`src/rtl/axi_streams_arb_pkg.sv`:
```
// Shared types and helpers for the scaler arbiter: FSM state encoding,
// one-hot to index conversion and the requester-count ceiling.
package axi_streams_arb_pkg;

    localparam int MAX_NUM = 16;

    typedef enum logic [1:0] {
        IDLE = 2'd0,
        PICK = 2'd1,
        BUSY = 2'd2,
        GAP  = 2'd3
    } arb_state_e;

    function automatic logic [3:0] onehot2idx(input logic [MAX_NUM-1:0] oh);
        logic [3:0] idx;
        idx = '0;
        for (int i = 0; i < MAX_NUM; i++)
            if (oh[i]) idx = idx | 4'(i);
        return idx;
    endfunction

endpackage

```
`src/rtl/axi_streams_scaler_arb_pick.sv`:
```
// Combinational round-robin picker: first set req bit at or after ptr,
// wrapping at NUM-1 (NUM need not be a power of two).
module rr_onehot_pick
    import axi_streams_arb_pkg::*;
#(
    parameter int NUM = 4,
    parameter int IW  = $clog2(NUM)
) (
    input  logic [NUM-1:0] req,
    input  logic [IW-1:0]  ptr,
    output logic [NUM-1:0] win_oh,
    output logic [IW-1:0]  win_idx,
    output logic           win_found
);

    always_comb begin
        logic [IW:0]   pos;
        logic [IW-1:0] idx;
        logic          hit;
        win_oh = '0;
        hit    = 1'b0;
        for (int k = 0; k < NUM; k++) begin
            pos = {1'b0, ptr} + (IW+1)'(k);
            if (pos > (IW+1)'(NUM-1))
                pos = pos - (IW+1)'(NUM);
            idx = pos[IW-1:0];
            if (!hit && req[idx]) begin
                win_oh[idx] = 1'b1;
                hit         = 1'b1;
            end
        end
        win_found = hit;
    end

    assign win_idx = IW'(onehot2idx(MAX_NUM'(win_oh)));

endmodule

```
`src/rtl/axi_streams_scaler_arb.sv`:
```
// Round-robin arbiter sharing one scaler between NUM requesters.
// Define SCALER_ARB_TIMEOUT_EN to add a BUSY watchdog that force-releases the grant.
module axi_streams_scaler_arb
    import axi_streams_arb_pkg::*;
#(
    parameter int NUM     = 4,
    parameter int LSIZE   = 16,
    parameter int TIMEOUT = 4096
) (
    input  logic                      clock,
    input  logic                      rst,
    input  logic                      clk_en,
    input  logic [NUM-1:0]            req,
    input  logic [NUM-1:0][LSIZE-1:0] req_len,
    input  logic                      m_last_acc,
    output logic [NUM-1:0]            grant,
    output logic                      grant_vld,
    output logic [LSIZE-1:0]          new_body_len,
    output logic [NUM-1:0]            reject,
    output logic                      timeout_err
);

    localparam int IW = $clog2(NUM);
`ifdef SCALER_ARB_TIMEOUT_EN
    localparam bit WD_EN = 1'b1;
`else
    localparam bit WD_EN = 1'b0;
`endif

    arb_state_e       state, state_nxt;
    logic [IW-1:0]    ptr, ptr_nxt, ptr_inc, win_idx;
    logic [NUM-1:0]   win_oh, grant_nxt, reject_nxt;
    logic             win_found, busy_to, to_nxt;
    logic [LSIZE-1:0] win_len, len_nxt;

    rr_onehot_pick #(.NUM(NUM), .IW(IW)) u_pick (
        .req       (req),
        .ptr       (ptr),
        .win_oh    (win_oh),
        .win_idx   (win_idx),
        .win_found (win_found)
    );

    assign win_len = req_len[win_idx];
    assign ptr_inc = (win_idx == IW'(NUM-1)) ? '0 : win_idx + IW'(1);

    generate
        if (WD_EN) begin : g_wd
            // Counts BUSY cycles without frame completion; idles at 0 elsewhere.
            logic [15:0] wd_cnt;
            always_ff @(posedge clock or posedge rst) begin
                if (rst)
                    wd_cnt <= '0;
                else if (clk_en) begin
                    if (state != BUSY)
                        wd_cnt <= '0;
                    else if (!m_last_acc)
                        wd_cnt <= wd_cnt + 16'd1;
                end
            end
            assign busy_to = (state == BUSY) && !m_last_acc && (wd_cnt == 16'(TIMEOUT-1));
        end else begin : g_no_wd
            assign busy_to = 1'b0;
        end
    endgenerate

    always_ff @(posedge clock or posedge rst) begin
        if (rst) begin
            state        <= IDLE;
            ptr          <= '0;
            grant        <= '0;
            new_body_len <= '0;
            reject       <= '0;
            timeout_err  <= 1'b0;
        end else if (clk_en) begin
            state        <= state_nxt;
            ptr          <= ptr_nxt;
            grant        <= grant_nxt;
            new_body_len <= len_nxt;
            reject       <= reject_nxt;
            timeout_err  <= to_nxt;
        end else begin
            // Pulses must not stretch across a stalled cycle.
            reject      <= '0;
            timeout_err <= 1'b0;
        end
    end

    always_comb begin
        state_nxt = state;
        unique case (state)
            IDLE: if (|req) state_nxt = PICK;
            PICK: state_nxt = (win_found && win_len != '0) ? BUSY : IDLE;
            BUSY: if (m_last_acc || busy_to) state_nxt = GAP;
            GAP:  state_nxt = (|req) ? PICK : IDLE;
            default: state_nxt = IDLE;
        endcase
    end

    always_comb begin
        grant_nxt  = grant;
        len_nxt    = new_body_len;
        ptr_nxt    = ptr;
        reject_nxt = '0;
        to_nxt     = 1'b0;
        unique case (state)
            PICK: if (win_found) begin
                ptr_nxt = ptr_inc;
                if (win_len != '0) begin
                    grant_nxt = win_oh;
                    len_nxt   = win_len;
                end else begin
                    reject_nxt = win_oh;
                end
            end
            BUSY: if (m_last_acc || busy_to) begin
                grant_nxt = '0;
                to_nxt    = busy_to;
            end
            default: ;
        endcase
    end

    assign grant_vld = |grant;

endmodule

```
`config.mk`:
```
export PLATFORM = sky130hd
export DESIGN_NAME = axi_streams_scaler_arb
export DESIGN_NICKNAME = d
export VERILOG_FILES = /design/src/rtl/axi_streams_arb_pkg.sv /design/src/rtl/axi_streams_scaler_arb_pick.sv /design/src/rtl/axi_streams_scaler_arb.sv
export SDC_FILE = /design/constraint.sdc
export NUM_CORES = 1
export LEC_CHECK = 0
export BUFFER_PORTS_ARGS = -buffer_cell sky130_fd_sc_hd__buf_4
export CAP_MARGIN = 25
export CORE_ASPECT_RATIO = 0.75
export CORE_MARGIN = 3
export CORE_UTILIZATION = 43
export CTS_CLUSTER_SIZE = 10
export DETAILED_ROUTE_END_ITERATION = 16
export PLACE_DENSITY = 0.76
export SLEW_MARGIN = 20
export SYNTH_ARGS = -nofsm -noshare
export SYNTH_HDL_FRONTEND = slang
export SYNTH_SLANG_ARGS = --single-unit
```
`constraint.sdc`:
```
create_clock -name clock -period 4 [get_ports clock]
set_input_delay 0.2 -clock clock [delete_from_list [all_inputs] [get_ports clock]]
set_output_delay 0.2 -clock clock [all_outputs]
set_load 0.01 [all_outputs]
```
Yosys cells after proc, flatten, opt, wreduce, memory -nomap -nowiden

Index checks and enable logic that the tools add are counted.

Input port bits: 72
Flip-flop bits (word level): 28

Reductions and logical operators: 20
Add/subtract/negate cells: 8
Bitwise logic cells: 3
Equal/unequal tests: 8
Order comparisons: 13
Mux-type cells: 47

Operator list:

| cell                                                                                 | count |
|---|---|
| 4-bit two-way mux                                                                    | 11 |
| 16-bit binary-select mux with 2-bit select                                           | 1 |
| 2-bit two-way mux                                                                    | 10 |
| 16-bit two-way mux                                                                   | 1 |
| 16-bit nonzero test                                                                  | 1 |
| 2-bit by 3-bit less-than comparator with 1-bit output (second input constant)        | 5 |
| 1-bit two-way mux                                                                    | 14 |
| 4-bit OR                                                                             | 3 |
| 3-bit by 2-bit greater-than comparator with 1-bit output (second input constant)     | 3 |
| 1-bit binary-select mux with 2-bit select                                            | 4 |
| 1-bit demux with 2-bit select                                                        | 4 |
| 2-bit by 1-bit greater-or-equal comparator with 1-bit output (second input constant) | 4 |
| 1-bit logical AND                                                                    | 8 |
| 2-bit != test (second input constant)                                                | 4 |
| 2-bit one-hot mux with 4 select lines                                                | 1 |
| 4-bit one-hot mux with 2 select lines                                                | 1 |
| 4-bit OR reduction                                                                   | 2 |
| 2-bit by 1-bit subtractor with 2-bit output (second input constant)                  | 4 |
| 2-bit by 2-bit adder with 3-bit output (second input constant)                       | 2 |
| 2-bit equality test (second input constant)                                          | 3 |
| 3-bit AND reduction                                                                  | 2 |
| 5-bit AND reduction                                                                  | 1 |
| 4-bit AND reduction                                                                  | 1 |
| 2-bit by 1-bit adder with 3-bit output (second input constant)                       | 1 |
| 6 further kinds                                                                      | 8 |

Logic depth before layout (Yosys ltp)

Depth after elaboration: 24
Mapped depth: 17
Mapped depth without buffers: 12

By module

From an unflattened synthesis, not the netlist that was laid out.

Cells, all modules: 198
Area, all modules: 2143.3 µm²

By module, submodules not included:

| module                 | area each (µm²) | cells each | times used |
|---|---|---|---|
| axi_streams_scaler_arb | 1642.8          | 128        | 1 |
| rr_onehot_pick         | 500.5           | 70         | 1 |

Worst setup path before layout

No wires, ideal clock.

Kind: reg2reg
Start: register ptr[0]
End: register new_body_len[10]
Setup slack: 0.037 ns
Stages on the path, launching flop included: 17
Arrival time: 3.839 ns
Buffers on the path: 4
Path through: dfrtp_1 -> inv_1 -> ha_1 -> buf_6 -> mux2_2 -> and3_1 -> a2111o_1 -> a222oi_1 -> buf_4 -> buf_12 -> mux2i_1 -> a222oi_1 -> nor4_1 -> nand4_1 -> nand2_2 -> buf_6 -> mux2_2

Cells in the longest elaborated chain, start to end: 21

Ends and longest elaborated chain:

| item                                                                                            | RTL line                     | source |
|---|---|---|
| from (decl)                                                                                     | axi_streams_scaler_arb.sv:31 | `logic [IW-1:0] ptr, ptr_nxt, ptr_inc, win_idx;` |
| from (signal assigned)                                                                          | axi_streams_scaler_arb.sv:77 | `ptr <= ptr_nxt;` |
| parallel branches: the longest is 21 deep, another holds 2-bit by 1-bit adder with 3-bit output | -                            |  |
| to (signal assigned)                                                                            | axi_streams_scaler_arb.sv:79 | `new_body_len <= len_nxt;` |
| to (decl)                                                                                       | axi_streams_scaler_arb.sv:18 | `output logic [LSIZE-1:0] new_body_len,` |

Several ways; the timed one is not identified. The select of a mux whose other input is x is not followed.
A chain may end at the register's enable or synchronous reset.

Worst setup path after layout

Start: register ptr[1]
End: register new_body_len[10]

The elaborated chain is that of the path after synthesis.

==> metrics.cfg <==
[status]
status = finished, violations left
violations = negative setup slack

[detailed_routing]
wire_per_inst_um = 18.16
via_per_inst = 5.739
drt_iter0_drc = 260
route.detailed.drc = 0
final_antenna_net_count = 0
wirelength_um = 7589
dr.pass1.iters = 6
vias = 2399

[floorplan]
rows = 21
die-area_um2 = 5965
boundaryPins = 98
die_x_um = 88.19
fp.dieH_um = 67.64
start_util_pct = 46.58
core-area_um2 = 4677

[critical_path]
cp_max_fo = 9
crit_path_end_kind = flip-flop
r2r_cells = 15
criticalPathCategory = flip-flop to flip-flop
cp.arrival_ps = 4290
max_stage_delay_ps = 390
path_cells = inv_2 > ha_4 > mux2_4 > and3_4 > a2111o_1 > a22o_1 > nor3_2 > buf_4 > a222oi_1 > nor4_1 > buf_4 > nand4_1 > nand2_2 > buf_8 > mux2_2
cpMaxStageDelayCell = a2111o_1
crit_top_cell = buf_4
worstSetupPathDepth = 15
cp_top_family = simple AND/OR/NAND/NOR gates
crit_path_start_kind = flip-flop
crit_buf_inv = 4
crit_required_ps = 4160

[sta]
finalCritPeriodShare_pct = 103.1
fmax_ghz = 0.2424
tightest_slew_ps = 881.1
finalSetupViolations = 24
setup_tns_ps = -2058
rsz0062_at_grt = true
fin_hold_ws_ps = 215.4
setup_ws_ps = -125.1
slew_headroom_pct = 40.72
hold_violations = 0
layout_min_cycle_time_ps = 4125
skew_ps = 7.365
drv_slew = 0

[logic_synthesis]
async_flop_share_pct = 100.0
synth-warning-count = 0
syn-instance-count = 226
avgSynthCellArea_um2 = 9.639
synth_top_area_share_pct = 32.17
synth.area.top_cells = dfrtp_1 32%, mux2i_1 11%, mux2_2 8.8%
syn_nets = 304
ys_ff_latch = 28
synth_edf_count = 0
yosys.area.top_type = dfrtp_1
synth_flop_cell = dfrtp_1
netlist_area_um2 = 2178
synth.distinct_cells = 47
ys_seq_area_share_pct = 32.17

[power]
clockPowerShare_pct = 6.7
power.switching_w = 0.001430
power.internal_w = 0.001936
ir_drop_mv = 0.5771
p_leak_nw = 1.814
p_per_area_nw_per_um2 = 969.5
power_frac_seq_pct = 14.7
comb_power_share_pct = 78.6
switching_share_pct = 42.48

[clock_network]
root_buffer = clkbuf_8
cts_buffers = 3
clk_pin_slew_worst_paths_ps = 100
ctsHtreeMaxLevel = 1
cts_tree = done
cts_sinks = 28
clk_latency_ps = 280
cts.path.max_buffers = 2

[grt]
grt_start_max_net_pins = 20
overflow = 0
first_global_vias = 2180
grt_pass1_wl_um = 10850
antenna_found_initial = 0
grt_use_total_pct = 23.63

[placement]
postPlaceCellArea_um2 = 3159
io_buffers = 96
dp_hpwl_um = 5580
place_congestion = 0.8894

[cells_and_area]
fin_area_um2 = 3472
multi_input_area_um2 = 1353
utilization_pct = 74.24
nets = 440
fillCellCount = 324
area_growth_syn_to_layout_pct = 59.39
ff_latch_area_um2 = 700.7
antenna_cells = 0
drive_gt1_share_pct = 51.25

[job]
drv_cap = 0

[hold_path]
holdPathStages = 3
hold_class = input pin to flip-flop

-- power by group through the flow --
stage	sequential [W]	combinational [W]	clock, W
finish	0.000496	0.00265	0.000224
global route	0.000510	0.00281	0.000237
CTS	0.000490	0.00249	0.000227
detailed placement	0.000490	0.00221	0
global placement	0.000485	0.00218	0
floorplan	0.000537	0.00130	0
-- stage by stage --
| step | total power, W | cells | setup slack [ps] |
|---|---|---|---|
| after floorplan | 0.001839 | 226 | 36.57 |
| after global placement | 0.002661 | 402 | -151.3 |
| after detailed placement | 0.002702 | 403 | -287.0 |
| after CTS | 0.003210 | 416 | -59.97 |
| after global routing | 0.003561 | 418 | -324.3 |
| final | 0.003366 | 418 | -125.1 |
-- area by class of cell --
class / instances / area share [%]
sequential: 28 / 20.18
multi-input combinational: 146 / 38.96
tap: 57 / 2.054
clock inverter: 1 / 0.8649
timing repair buffer: 143 / 32.43
clock buffer: 3 / 1.189
inverter: 40 / 4.324
-- worst register-to-register path, delay by kind of cell, from the launching register on --
| kind | cells | cell delay (ps) |
|---|---|---|
| muxes | 2 | 660 |
| and+or+nand+nor | 5 | 1220 |
| AOI/OAI and AO/OA | 3 | 810 |
| adders and majority gates | 1 | 310 |
| buffers and inverters | 4 | 630 |
| DFF | 1 | 380 |
-- cell usage after synthesis (3+ instances only) --
master	instances
buf_2	5
nor4_1	6
nand2b_1	3
mux2i_1	25
mux2_2	17
inv_1	40
o22ai_1	5
buf_4	3
ha_1	6
buf_6	3
nor2b_1	4
dfrtp_1	28
a222oi_1	17
a21oi_1	4
nand2_1	15
nor2_1	6
-- layout by cell type, fill, tap and decap left out, types with 2 or more instances in the layout --
cell      instances
nor3b_1           2
inv_2             2
nor2b_1           2
o22ai_1           5
or2_2             2
nand2_1          15
a22oi_1           2
mux2i_4           2
mux2_4           10
inv_1            38
buf_6             4
nor2_1            6
mux2i_1          23
a2111o_1          2
mux2_2            8
a21oi_1           4
nand3b_1          2
clkbuf_8          3
buf_4           134
o21ai_0           2
a222oi_1         17
dfrtp_1          28
ha_1              5
nor2b_4           2
nand2b_1          3
buf_8             3
nor4_1            4
-- per-layer routing --
metal / track usage (%) / vias up / share of wire, %
met5: 0 / - / 0
met4: 6.981 / 0 / 1.6
met3: 5.488 / 16 / 7.5
met2: 36.94 / 117 / 48
met1: 32.59 / 1164 / 43
li1: - / 1102 / -
-- sequential cells by signal, summed over array words and instances (netlist names), named ones only --
| name | cells |
|---|---|
| new_body_len | 16 |
| grant | 4 |
| reject | 4 |
| ptr | 2 |
| state | 1 |
-- what timing repair did --
action,4_1_cts,5_1_grt
gates cloned,1,0
hold buffers,1,0
pin swaps,8,8
setup buffers,8,4
resized for setup,24,12
setup endpoints to repair,25,25
endpoints found under the hold margin,9,0
-- final timing paths --
check,startpoint,end,slack (ps)
min,clk_en,state[0],220
min in group asynchronous,rst,new_body_len[2],470
min reg2reg,new_body_len[15],new_body_len[15],510
max in group asynchronous,rst,reject[0],3050
max reg2reg,ptr[1],new_body_len[10],-130
max,ptr[1],new_body_len[10],-130
-- cell families after synthesis --
| kind of cell | Yosys count | share of synthesized area, % |
|---|---|---|
| DFF | 28 | 32.17 |
| and+or+nand+nor | 54 | 13.84 |
| buffers and inverters | 52 | 11.54 |
| muxes | 44 | 21.83 |
| other | 1 | 0.1721 |
| AOI/OAI and AO/OA | 41 | 17.00 |
| adders and majority gates | 6 | 3.446 |
Power figures use the tool's default switching activity.
